--- config.mk ---
export PLATFORM = sky130hd
export DESIGN_NAME = scan_sequencer
export DESIGN_NICKNAME = d
export VERILOG_FILES = /design/src/rtl/scan_sequencer.sv
export SDC_FILE = /design/constraint.sdc
export NUM_CORES = 1
export LEC_CHECK = 0
export CAP_MARGIN = 20
export CORE_AREA = 2 2 39 41
export CTS_BUF_LIST = sky130_fd_sc_hd__clkbuf_4
export CTS_CLUSTER_DIAMETER = 150
export DETAILED_ROUTE_END_ITERATION = 8
export DIE_AREA = 0 0 41 43
export PLACE_DENSITY = 0.67
export SLEW_MARGIN = 10
export SYNTH_ARGS = -nofsm -noshare
export SYNTH_HDL_FRONTEND = slang
export SYNTH_SLANG_ARGS = --single-unit
--- constraint.sdc ---
create_clock -name clk -period 2.9 [get_ports clk]
set_clock_uncertainty 0.1 [all_clocks]
set_input_delay 0.725 -clock clk [delete_from_list [all_inputs] [get_ports clk]]
set_output_delay 0.725 -clock clk [all_outputs]
set_load 0.1 [all_outputs]
--- src/rtl/scan_sequencer.sv ---
`default_nettype none
// ============================================================================
//  Module   : scan_sequencer
//  Purpose  : Steps a 3-bit select code, which feeds a downstream 3-to-8
//             decoder, once every PRESCALE enabled clock cycles. The code
//             either wraps continuously or performs a single sweep that ends
//             with a done pulse. The count direction is sampled at every step.
//  Ports    : clk   - system clock; all state changes on its rising edge
//             rst   - synchronous, active-high reset
//             en    - count enable; 0 freezes the prescaler and sel
//             start - begin a sequence (accepted only while idle)
//             stop  - abort a running sequence
//             mode  - 0 = continuous wrap, 1 = single sweep (latched at start)
//             dir   - 0 = count up, 1 = count down
//             sel   - select code (registered)
//             step  - one-cycle pulse coincident with each new sel value
//             busy  - high while running
//             done  - one-cycle pulse at the end of a single sweep
//  Revision : 1.0  initial release
// ============================================================================
module scan_sequencer #(
  parameter int PRESCALE = 4
) (
  input  logic       clk,
  input  logic       rst,
  input  logic       en,
  input  logic       start,
  input  logic       stop,
  input  logic       mode,
  input  logic       dir,
  output logic [2:0] sel,
  output logic       step,
  output logic       busy,
  output logic       done
);

  // Prescaler width; PRESCALE=1 still gets a 1-bit counter that stays at 0.
  localparam int            PW   = (PRESCALE > 1) ? $clog2(PRESCALE) : 1;
  localparam logic [PW-1:0] PMAX = PW'(PRESCALE - 1);

  typedef enum logic [0:0] {
    IDLE = 1'b0,
    RUN  = 1'b1
  } state_t;

  state_t        state_q, state_d;
  logic [2:0]    sel_q,   sel_d;
  logic [PW-1:0] presc_q, presc_d;
  logic          mode_q,  mode_d;
  logic          step_q,  step_d;
  logic          busy_q,  busy_d;
  logic          done_q,  done_d;

  logic          at_terminal;

  // The terminal value depends on the current direction, since dir may
  // change mid-sweep.
  assign at_terminal = dir ? (sel_q == 3'b000) : (sel_q == 3'b111);

  always_comb begin
    state_d = state_q;
    sel_d   = sel_q;
    presc_d = presc_q;
    mode_d  = mode_q;
    step_d  = 1'b0;
    done_d  = 1'b0;

    case (state_q)
      IDLE: begin
        // A simultaneous stop cancels the start.
        if (start && !stop) begin
          state_d = RUN;
          sel_d   = dir ? 3'b111 : 3'b000;
          presc_d = '0;
          mode_d  = mode;
        end
      end

      RUN: begin
        // stop wins over a coincident step event: sel is held and no pulse
        // is issued.
        if (stop) begin
          state_d = IDLE;
        end else if (en) begin
          if (presc_q == PMAX) begin
            presc_d = '0;
            if (mode_q && at_terminal) begin
              // End of the sweep: sel remains on the terminal value.
              done_d  = 1'b1;
              state_d = IDLE;
            end else begin
              sel_d  = dir ? (sel_q - 3'd1) : (sel_q + 3'd1);
              step_d = 1'b1;
            end
          end else begin
            presc_d = presc_q + PW'(1);
          end
        end
      end

      default: begin
        state_d = IDLE;
      end
    endcase

    busy_d = (state_d == RUN);
  end

  always_ff @(posedge clk) begin
    if (rst) begin
      state_q <= IDLE;
      sel_q   <= 3'b000;
      presc_q <= '0;
      mode_q  <= 1'b0;
      step_q  <= 1'b0;
      busy_q  <= 1'b0;
      done_q  <= 1'b0;
    end else begin
      state_q <= state_d;
      sel_q   <= sel_d;
      presc_q <= presc_d;
      mode_q  <= mode_d;
      step_q  <= step_d;
      busy_q  <= busy_d;
      done_q  <= done_d;
    end
  end

  assign sel  = sel_q;
  assign step = step_q;
  assign busy = busy_q;
  assign done = done_q;

endmodule
`default_nettype wire

==> results by group, run 1 <==
Status
  • Status: completed

Layout
  • # nets final: 87
  • Antenna diodes: 0
  • Area Growth Syn to Fin: 29.1%
  • Fraction of layout cells with a size suffix above 1: 16.9%
  • Non-filler cells, final: 93

Hold path
  • WHS Path Cells: 2
  • Tightest Hold Check Type: flip-flop to flip-flop

Clocking
  • Post-CTS Resized: 0
  • Clock insertion delay at the later pin of the skew report: 0.26 ns
  • CTS tree: yes
  • Post-CTS Hold Fix Bufs: 0
  • Clock Path Buffers: 2
  • Num CTS Buffers: 3
  • Post-CTS setup buffer count: 0
  • Clock sinks: 9
  • Clk pin slew, worst setup/hold paths: roughly 0.070 ns
  • CTS H-tree depth: 1
  • CTS Root Cell: clkbuf_4

Power
  • NetSw: 0.103 mW
  • Worst vdd ir: 255 uV
  • Leak: 0.271 nW
  • P_int: 0.218 mW
  • Gate power share: 23.4%
  • Switching share of power: around a third
  • Sequential share of power: 42.2%
  • Clock power share: 34.4%
  • Cell Pwr Density: 469 mW/mm2

Global route
  • Initial antenna violation count: 0
  • Global-route wire length before repair: 1.97 mm
  • Total global-route track usage: around 17%
  • Congestion Overflow GR: 0
  • Vias in the first global route: between 400 and 500
  • Largest net degree at the start of global routing: 13

Synth
  • Sequential share of the synthesized area: 34.0%
  • Syn_area_per_cell: ~8.5 um2
  • Synthesized cell area: 529 um2
  • Yosys reg bits: 9
  • Synth Instances: 62
  • Netlist cell types: 33
  • YS warnings: 0
  • Syn_nets: 71

Timing
  • Minimum clock period: 2.39 ns
  • Fin. Hold Viols: 0
  • Crit share post-route: 82.5%
  • Setup TNS: 0 ns
  • Worst-Margin Slew: 0.374 ns
  • Rel. slew slack: 75.0%
  • Slew Viols, Final: 0
  • Endpoints failing setup: 0
  • Max Fclk: 418 MHz
  • Unrepaired setup endpoints after global routing: false

Routing
  • Final Routed Wirelength: between 1 and 1.5 mm
  • Post-DR vias/cell: 5.48
  • Routed Antenna Nets: 0
  • Iteration-0 DRC Markers: 16
  • Vias: 510
  • Residual DRC: 0
  • Routed len/inst: around 13 um
  • Drt pass-1 iters: 4

Floorplanning
  • Row cnt: 14
  • Initial core utilization: between 30% and 40%
  • Die ar.: 0.00176 mm2
  • Core area: 0.00138 mm2
  • IO Pins: 13
  • Die width: 41 um
  • Die Y: between 40 and 50 um

Flow run
  • Max-capacitance violation count: 0

Setup path
  • Maximum fanout along the worst path: 4
  • Data arrival time of the critical path: 2.45 ns
  • CP cell instances: clkdlybuf4s50_1 > inv_1 > fa_1 > nand3b_1 > o21ai_0 > or3_1 > a32o_1
  • Crit end category: flip-flop
  • CP startpoint kind: input pin
  • Critical path class: input pin to flip-flop
  • CP max stage cell: clkdlybuf4s50_1
  • CP required: 2.95 ns
  • CP max stage delay: 0.48 ns
  • Reg2reg path depth: 6

Place
  • Final HPWL DP: 874 um
  • Placed cell count: 89
  • Placer Congestion: 0.752
  • IO Port Bufs: 12
-- logic make-up (layout without fill, tap and decap cells) --
logic type | count (synthesis) | count (layout) | share of synthesized area (%)
mux | 1 | 1 | 1.89
compound gates | 20 | 20 | 26.7
fa+ha+maj | 2 | 2 | 6.15
buf+inv | 8 | 23 | 5.91
simple gates | 22 | 22 | 25.3
flops | 9 | 9 | 34.0
-- power by group through the flow --
stage               Clock, mW  Combinational (mW)  Sequential (mW)
CTS                     0.113              0.0752            0.135
global route            0.121              0.0809            0.136
finish                  0.110              0.0751            0.135
floorplan                   0              0.0292            0.160
global placement            0              0.0743            0.138
detailed placement          0              0.0751            0.138
-- area by class of cell --
cell class / instances / area (um2)
fillers: 138 / 701
repair buffers: 13 / 113
multi-input cells: 45 / 318
clock buffers: 4 / 30.0
inverters: 6 / 22.5
flip-flops and latches: 9 / 180
well taps: 16 / 20.0
-- placed cells by master (no fill, tap or decap), types with 2 or more instances in the layout --
cell,n
buf_4,7
dfxtp_1,9
nand2_1,3
a22oi_1,2
o21ai_0,3
clkbuf_4,4
nor2_1,6
a21oi_1,4
clkdlybuf4s50_1,6
nand2b_1,3
inv_1,6
a311oi_1,2
-- path summary, 6_finish.rpt --
| kind | start | to | slack [ns] |
|---|---|---|---|
| hold / removal | mode_q$_SDFFE_PP0P_ | done$_SDFF_PP0_ | 0.44 |
| setup reg to reg | sel[0]$_SDFFE_PP0P_ | sel[2]$_SDFFE_PP0P_ | 1.02 |
| hold reg to reg | mode_q$_SDFFE_PP0P_ | done$_SDFF_PP0_ | 0.44 |
| setup / recovery | dir | sel[2]$_SDFFE_PP0P_ | 0.51 |
-- flip-flops by register name, indices dropped and copies added, names as in the netlist --
name,count
done,1
mode_q,1
busy,1
sel,3
presc_q,2
step,1
-- synthesized netlist by cell type --
library cell | instances | area, um2
nor2_1 | 6 | 22.5
o21bai_1 | 1 | 7.51
a311oi_1 | 2 | 17.5
o21ai_0 | 3 | 15.0
o22ai_1 | 1 | 6.26
nor3b_1 | 1 | 7.51
a2111oi_0 | 1 | 8.76
or3_1 | 1 | 6.26
or2b_1 | 1 | 7.51
nor4b_2 | 1 | 15.0
o21a_1 | 1 | 7.51
o31a_1 | 1 | 8.76
nand2_1 | 3 | 11.3
buf_2 | 1 | 5.00
nand3_1 | 1 | 5.00
a32o_1 | 1 | 10.0
o211ai_1 | 1 | 7.51
nand2b_1 | 3 | 18.8
or2_1 | 1 | 6.26
and4b_4 | 1 | 13.8
ha_1 | 1 | 12.5
a22oi_1 | 2 | 15.0
a21o_1 | 1 | 7.51
nor2b_1 | 1 | 6.26
a21oi_1 | 4 | 20.0
o211a_1 | 1 | 10.0
buf_1 | 1 | 3.75
nor4_1 | 1 | 6.26
fa_1 | 1 | 20.0
inv_1 | 6 | 22.5
mux2i_1 | 1 | 10.0
nand3b_1 | 1 | 7.51
dfxtp_1 | 9 | 180
-- routing by layer --
metal	part of all wire [%]	global-route usage, %
met1	46	21.4
met2	49	23.1
met3	3.4	4.71
met4	1.9	10.0
met5	0	0
-- critical path, delay by kind of cell --
family | cells | cell delay, ns
compound gates | 2 | 0.28
fa+ha+maj | 1 | 0.47
buf+inv | 2 | 0.55
simple gates | 2 | 0.41
-- stage by stage --
| step | total power, mW | hold slack, ns | cell area, um2 | worst slack (ns) | utilization (%) |
|---|---|---|---|---|---|
| after floorplan | 0.190 | 0.379 | 529 | 0.399 | - |
| after global placement | 0.212 | 0.411 | 653 | 0.287 | 47.2 |
| after detailed placement | 0.213 | 0.427 | 653 | 0.243 | 47.2 |
| after CTS | 0.323 | 0.436 | 683 | 0.510 | 49.4 |
| after global routing | 0.338 | 0.468 | 683 | 0.403 | 49.4 |
| final | 0.321 | 0.443 | 683 | 0.509 | 49.4 |
Power figures use the tool's default switching activity.
==> run 2: changes to the inputs <==
- PLACE_DENSITY: 0.67 -> 0.69
- clock period: 2.9 -> 1.9 ns (I/O delays scaled with it)
==> results by group, run 2 (synthesized netlist as in run 1, its figures left out) <==
Clocking
  • CTS H-tree depth: 1 (unchanged)
  • Clock insertion delay at the later pin of the skew report: 0.26 ns (about the same)
  • Post-CTS Hold Fix Bufs: 0 (unchanged)
  • CTS tree: yes (unchanged)
  • Clk pin slew, worst setup/hold paths: 0.05 ns (was 0.07 ns)
  • Post-CTS setup buffer count: 0 (unchanged)
  • CTS Root Cell: clkbuf_4 (unchanged)
  • Num CTS Buffers: 3 (unchanged)
  • Clock Path Buffers: 2 (unchanged)
  • Clock sinks: 9 (unchanged)

Setup path
  • Data arrival time of the critical path: 1.87 ns (was 2.45 ns)
  • Crit end category: flip-flop (unchanged)
  • Maximum fanout along the worst path: 4 (unchanged)
  • R2R Setup Slk: 0.20 ns (was 1.02 ns)
  • CP startpoint kind: input pin (unchanged)
  • Critical path class: input pin to flip-flop (unchanged)
  • CP required: 1.94 ns (was 2.95 ns)

Floorplanning
  • Initial core utilization: 38.2% (unchanged)
  • IO Pins: 13 (unchanged)
  • Row cnt: 14 (unchanged)
  • Die width: 41 um (unchanged)
  • Die Y: 43 um (unchanged)
  • Core area: 0.00138 mm2 (unchanged)
  • Die ar.: 0.00176 mm2 (unchanged)

Routing
  • Residual DRC: 0 (unchanged)
  • Final Routed Wirelength: 1.24 mm (was 1.19 mm)
  • Routed len/inst: 12.4 um (was 12.8 um)
  • Post-DR vias/cell: 5.39 (was 5.48)
  • Routed Antenna Nets: 0 (unchanged)
  • Vias: 539 (was 510)
  • Iteration-0 DRC Markers: 7 (was 16)
  • Drt pass-1 iters: 4 (unchanged)

Place
  • Post-Place Setup Slack: -0.451 ns (was 0.243 ns)
  • Placer Congestion: 0.867 (was 0.752)
  • Final HPWL DP: 991 um (was 874 um)
  • IO Port Bufs: 12 (unchanged)
  • Placed cell count: 96 (was 89)

Layout
  • Post-layout util: 59.9% (was 49.4%)
  • Antenna diodes: 0 (unchanged)
  • Register Area: 193 um2 (was 180 um2)
  • # nets final: 94 (was 87)
  • Leading cell type in the layout, fill and taps excluded: buf_4 (was dfxtp_1)
  • Largest register FFs: 3 (unchanged)
  • Area Growth Syn to Fin: 56.7% (was 29.1%)
  • Non-filler cells, final: 100 (was 93)
  • Fraction of layout cells with a size suffix above 1: 32.1% (was 16.9%)
  • Multi-input logic area: 325 um2 (was 318 um2)
  • Most frequent cells in the layout: buf_4 (8), nor2_1 (6), buf_12 (6) (was dfxtp_1 (9), buf_4 (7), inv_1 (6), nor2_1 (6), clkdlybuf4s50_1 (6))
  • Fill cells: 132 (was 138)

Timing
  • Fin. Hold Viols: 0 (unchanged)
  • Max Fclk: 547 MHz
  • Endpoints failing setup: 0 (unchanged)
  • Unrepaired setup endpoints after global routing: false (unchanged)
  • Fin worst setup slack: 0.0732 ns (was 0.509 ns)
  • Slew Viols, Final: 0 (unchanged)
  • Rel. slew slack: 75.7% (was 75.0%)
  • Crit share post-route: 96.1%
  • Worst-Margin Slew: 0.363 ns (was 0.374 ns)
  • Minimum clock period: 1.83 ns

Global route
  • Vias in the first global route: 512 (was 468)
  • Congestion Overflow GR: 0 (unchanged)
  • Global-route wire length before repair: 2.08 mm (was 1.97 mm)
  • Largest net degree at the start of global routing: 13 (unchanged)
  • Initial antenna violation count: 0 (unchanged)
  • Total global-route track usage: 17.6% (was 16.5%)

Power
  • Gate power share: 27.9% (was 23.4%)
  • NetSw: 0.151 mW (was 0.103 mW)
  • P_int: 0.354 mW (was 0.218 mW)
  • Tot Pwr: 0.505 mW (was 0.321 mW)
  • Worst vdd ir: 371 uV (was 255 uV)
  • Leak: 0.325 nW (was 0.271 nW)
  • Sequential share of power: 41.3% (was 42.2%)
  • Cell Pwr Density: 609 mW/mm2 (was 469 mW/mm2)
  • Clock power share: 30.8% (was 34.4%)
  • Switching share of power: 29.9% (was 32.1%)

Status
  • Status: completed (unchanged)

Hold path
  • Tightest Hold Check Type: flip-flop to flip-flop (unchanged)

Flow run
  • Max-capacitance violation count: 0 (unchanged)
[run 2: layout make-up]
type | count | area share [%]
Timing Repair Buffer | 20 | 28.8
Clock buffer | 4 | 3.62
Multi-Input combinational cell | 45 | 39.2
Tap cell | 16 | 2.41
Sequential cell | 9 | 23.2
Inverter | 6 | 2.71
[run 2: final timing paths]
check                             end                 from  cells after the start
hold / removal    sel[0]$_SDFFE_PP0P_  sel[0]$_SDFFE_PP0P_                      1
setup reg to reg  sel[2]$_SDFFE_PP0P_  sel[0]$_SDFFE_PP0P_                      6
hold reg to reg   sel[0]$_SDFFE_PP0P_  sel[0]$_SDFFE_PP0P_                      1
setup / recovery  sel[2]$_SDFFE_PP0P_                  dir                      7
[run 2: layer usage]
layer / track usage, % / wire length [um] / part of all wire, %
met1: 21.2 / 538 / 43
met4: 8.00 / 19 / 1.5
met5: 0 / 0 / 0
met2: 26.9 / 624 / 50
met3: 6.28 / 58 / 4.7
[run 2: power groups by stage]
stage | Clock [mW] | Sequential (mW) | Combinational, mW
global placement | 0 | 0.212 | 0.137
CTS | 0.164 | 0.209 | 0.140
detailed placement | 0 | 0.213 | 0.140
floorplan | 0 | 0.244 | 0.0449
global route | 0.171 | 0.210 | 0.151
finish | 0.155 | 0.209 | 0.141
[run 2: repair_timing]
item | 4_1_cts | 5_1_grt
gates cloned | 0 | 0
setup endpoints to repair | 3 | 1
gates resized for setup | 1 | 3
hold endpoints to repair | 0 | 0
[run 2: stage by stage]
| step | hold WS [ns] | setup TNS [ns] | instance area, um2 |
|---|---|---|---|
| after floorplan | 0.379 | 0 | 544 |
| after global placement | 0.395 | -1.29 | 796 |
| after detailed placement | 0.411 | -1.49 | 796 |
| after CTS | 0.420 | 0 | 825 |
| after global routing | 0.431 | 0 | 830 |
| final | 0.418 | 0 | 830 |
[run 2: worst max-delay path, cell delays in order]
cell           delay (ns)
dlygate4sd2_1        0.26
inv_2                0.07
fa_2                 0.39
nand3b_1             0.08
o21ai_0              0.07
or3_1                0.31
a32o_1               0.21
